===== src/rtl/fetch_stage.sv =====
// Instruction fetch stage: PC, shared-memory read handshake and IF/ID register.
// Optional branch delay slot is enabled by defining FETCH_DELAY_SLOT_EN.
module fetch_stage (
    input  logic        clk,
    input  logic        rst,
    input  logic        ifi_stall,
    input  logic        ifi_branch,
    input  logic [15:0] ifi_new_pc,
    input  logic        ifi_flush,
    input  logic [15:0] ifi_flush_pc,
    input  logic        ifi_mem_busy,
    output logic        ifo_mem_req,
    output logic [15:0] ifo_mem_addr,
    input  logic        ifi_mem_ack,
    input  logic [15:0] ifi_mem_data,
    output logic [15:0] ifo_addr,
    output logic [15:0] ifo_instr,
    output logic        ifo_valid
);

    localparam logic [15:0] RESET_PC  = 16'h0000;
    localparam logic [15:0] NOP_INSTR = 16'h0800;

    typedef enum logic {StFetch, StDslot} state_e;

    state_e      state_q, state_d;
    logic [15:0] pc_q, pc_d;
    logic [15:0] target_q, target_d;
    logic [15:0] addr_q, addr_d;
    logic [15:0] instr_q, instr_d;
    logic        valid_q, valid_d;
    logic        complete;

    assign ifo_mem_req  = rst & ~ifi_stall & ~ifi_flush & ~ifi_mem_busy;
    assign ifo_mem_addr = pc_q;
    assign complete     = ifo_mem_req & ifi_mem_ack;

    assign ifo_addr  = addr_q;
    assign ifo_instr = instr_q;
    assign ifo_valid = valid_q;

    always_comb begin
        state_d  = state_q;
        pc_d     = pc_q;
        target_d = target_q;
        addr_d   = addr_q;
        instr_d  = instr_q;
        valid_d  = valid_q;

        if (ifi_flush) begin
            pc_d    = ifi_flush_pc;
            state_d = StFetch;
            addr_d  = pc_q;
            instr_d = NOP_INSTR;
            valid_d = 1'b0;
        end else if (!ifi_stall) begin
            // Default this edge to a bubble; a completed fetch overrides it below.
            addr_d  = pc_q;
            instr_d = NOP_INSTR;
            valid_d = 1'b0;
            unique case (state_q)
                StFetch: begin
                    if (ifi_branch) begin
`ifdef FETCH_DELAY_SLOT_EN
                        if (complete) begin
                            instr_d = ifi_mem_data;
                            valid_d = 1'b1;
                            pc_d    = ifi_new_pc;
                        end else begin
                            target_d = ifi_new_pc;
                            state_d  = StDslot;
                        end
`else
                        pc_d = ifi_new_pc;
`endif
                    end else if (complete) begin
                        instr_d = ifi_mem_data;
                        valid_d = 1'b1;
                        pc_d    = pc_q + 16'd1;
                    end
                end
                StDslot: begin
                    if (complete) begin
                        instr_d = ifi_mem_data;
                        valid_d = 1'b1;
                        pc_d    = target_q;
                        state_d = StFetch;
                    end
                end
                default: state_d = StFetch;
            endcase
        end
    end

    always_ff @(posedge clk) begin
        if (!rst) begin
            state_q  <= StFetch;
            pc_q     <= RESET_PC;
            target_q <= 16'h0000;
            addr_q   <= 16'h0000;
            instr_q  <= NOP_INSTR;
            valid_q  <= 1'b0;
        end else begin
            state_q  <= state_d;
            pc_q     <= pc_d;
            target_q <= target_d;
            addr_q   <= addr_d;
            instr_q  <= instr_d;
            valid_q  <= valid_d;
        end
    end

endmodule


===== config.mk =====
export PLATFORM = sky130hd
export DESIGN_NAME = fetch_stage
export DESIGN_NICKNAME = d
export VERILOG_FILES = /design/src/rtl/fetch_stage.sv
export SDC_FILE = /design/constraint.sdc
export NUM_CORES = 1
export LEC_CHECK = 0
export BUFFER_PORTS_ARGS = -buffer_cell sky130_fd_sc_hd__buf_2
export CAP_MARGIN = 20
export CORE_MARGIN = 2
export CORE_UTILIZATION = 37
export DETAILED_ROUTE_END_ITERATION = 16
export GPL_TIMING_DRIVEN = 0
export PLACE_DENSITY = 0.61
export SLEW_MARGIN = 20
export SYNTH_ARGS = -nofsm -noshare
export SYNTH_HDL_FRONTEND = slang
export SYNTH_SLANG_ARGS = --single-unit
export TNS_END_PERCENT = 50

===== constraint.sdc =====
create_clock -name clk -period 2 [get_ports clk]
set_input_delay 0.1 -clock clk [delete_from_list [all_inputs] [get_ports clk]]
set_output_delay 0.1 -clock clk [all_outputs]
set_load 0.005 [all_outputs]

==> out/results.txt <==
Status = completed
Power per cell area = 634.2 nW/µm²
Static leakage power = 1.427 nW
Yosys cell types = 58
DIE HEIGHT = 87.61 µm
Crit path buffers/inverters = 0
Yosys warns = 0
I/O pins = 105
CP top delay family = simple AND/OR/NAND/NOR gates
Worst-path cell chain = ha_1 > nand4_4 > or4_1 > a31o_1 > a21oi_1
Vias in the first global route = 2,583
Clock skew = 0.01035 ns
Initial Utilization = 38.07%
Seq/Total Area, Yosys = 38.70%
DP Area = 3212 µm²
Grt total ovfl = 0
Peak Freq = 545.4 MHz
Worst hold path type = in -> reg
Worst-case clock buffer depth = 2
Slowest cell on crit path = or4_1
Routed Antenna Nets = 0
Net count after synthesis = 372
Drt total wl = 7.795 mm
Synth area leader = dfxtp_1
Post-synth EDFFs = 0
Top_reg_cell synth = dfxtp_1
Mean post-synth cell area = 8.184 µm²
Fin. max-slew vios = 0
Fin area = 3319 µm²
Mapped Cells = 316
Setup violations, final = 0
Starting DRT DRC Count = 108
RSZ-0062 raised after global routing = false
Final hold slack = 0.01557 ns
Finished Layout Cells = 522
Top-count cell post-synth = dfxtp_1
Vias per cell = 5.228
Worst-skew pair later-pin latency = 0.31 ns
Cell row count = 30
Share of layout cells above drive strength 1 = 31.22%
Vias post-DR = 2,729
Initial antenna violation count = 0
Post-synth ARST share = 0%
Placed cells = 513
Crit. End Element = flip-flop
Max-cap violations = 0
ANT cells = 0
Die area = 7675 µm²
Most frequent cells after synthesis = 50 x dfxtp_1, 46 x nand2_1, 25 x a21oi_1
Area delta synth->final = 28.35%
GP Congestion = 0.8265
CTS Buf Count = 5
Port bufs = 101
CP Class = reg -> reg
Count of state elements after synthesis = 50
Worst slew pin tran = 0.7415 ns
Worst Path Required = 2.25 ns
Top cells by area, synth = dfxtp_1 39%, nand2_1 6.7%, a21oi_1 4.8%, a22oi_1 4.6%, mux2i_1 3.5%
Clock transition at the registers of the reported paths = 0.10 ns
Final HPWL DP = 5.756 mm
Final worst path period share = 91.67%
Post-layout nets = 481
Crit path DAT = 2.08 ns
First-pass GRT wire length = 12.48 mm
Clk sink count = 50
Element type at the critical path start = flip-flop
Root buffer cell = clkbuf_8
Largest net degree at the start of global routing = 16
Crit path largest cell delay = 0.50 ns
Maximum vdd drop = 0.2956 mV
Pwr Total = 0.002105 W
Clock period minus worst slack = 1.833 ns
Post-synth top area share = 38.70%
Post-route DRC = 0
Gr usage total = 20.38%
Setup TNS = 0 ns
Die W = 87.61 µm
Crit path max fanout = 8
Hold Vio Cnt, Final = 0
Core Area = 6794 µm²
Slew Limit Headroom = 50.39%
TritonCTS clock tree = yes
Wirelength per Cell = 14.93 µm
H-tree Lvls = 2
DRT Pass-1 Iters = 4
Synth Cell Area = 2586 µm²
==> tightest hold or removal path: stages <==
cell and delay, ns:
buf_2 0.07, a22oi_1 0.05, nor2_1 0.07
==> flip-flops by register name, summed over array words and instances (netlist names) <==
register	count
ifo_instr	16
ifo_addr	16
ifo_mem_addr	16
ifo_valid	1
state_q	1
==> path summary, 6_finish.rpt <==
kind / start / slack [ns] / end / depth (start not counted)
worst max register to register: ifo_mem_addr[0] / 0.17 / ifo_mem_addr[12] / 5
worst min-delay path: ifi_mem_data[15] / 0.02 / ifo_instr[15] / 3
worst min register to register: ifo_addr[12] / 0.45 / ifo_addr[12] / 2
worst max-delay path: ifo_mem_addr[0] / 0.17 / ifo_mem_addr[12] / 5
==> layout by cell type, fill, tap and decap left out, types with 4 or more instances in the layout <==
master and n:
a221oi_1 4, nand2_1 46, dfxtp_1 48, nor3_1 9, nor2_1 24, o21ai_0 18
nand3_1 4, o31ai_1 6, buf_2 109, a22oi_1 16, clkbuf_1 11, mux2i_1 9
clkbuf_8 8, a21oi_1 25, nor2b_1 8, a211oi_1 5, nor4_1 5, nand2b_1 6
inv_1 7
==> area by class of cell <==
| cell class | count | area, µm² |
|---|---|---|
| clock buffer | 6 | 82.58 |
| buffer | 27 | 160.2 |
| timing repair buffer | 102 | 515.5 |
| sequential | 50 | 1003 |
| clock inverter | 2 | 12.51 |
| fill | 712 | 3475 |
| inverter | 7 | 26.28 |
| multi-input combinational | 232 | 1399 |
| tap | 96 | 120.1 |
==> layer usage <==
layer  track usage [%]  share of wire [%]  up-vias
met1             27.11                 47     1256
met4             5.035                1.3        0
met5                 0                  0        -
met3             4.618                6.6        7
met2             33.61                 45      102
li1                  -                  -     1364
==> power by group <==
group,switching (W),internal (W),leakage (nW)
clock,0.000353,0.000279,0.0472
sequential,0.0000550,0.00104,0.409
combinational,0.000202,0.000174,0.971
total,0.000610,0.00150,1.43
==> kinds of logic after synthesis <==
family	synth area share, %
mux	3.483
xor+xnor	1.355
buf+inv	7.209
simple gates	23.75
compound gates	25.01
flops	38.70
fa+ha+maj	0.4837
==> repair_timing <==
action,in CTS,in global routing
hold buffers,1,0
endpoints found under the setup margin,0,2
gates resized for setup,0,2
hold endpoints to repair,1,0
setup buffers,0,0
==> through the flow <==
| step | utilization [%] | setup slack, ns |
|---|---|---|
| final | 48.86 | 0.1665 |
| after global routing | 48.86 | 0.06488 |
| after CTS | 48.82 | 0.06273 |
| after detailed placement | 47.27 | 0.08273 |
| after global placement | 47.27 | 0.08994 |
| after floorplan | - | 0.3021 |
(Power assumes the default switching activity.)
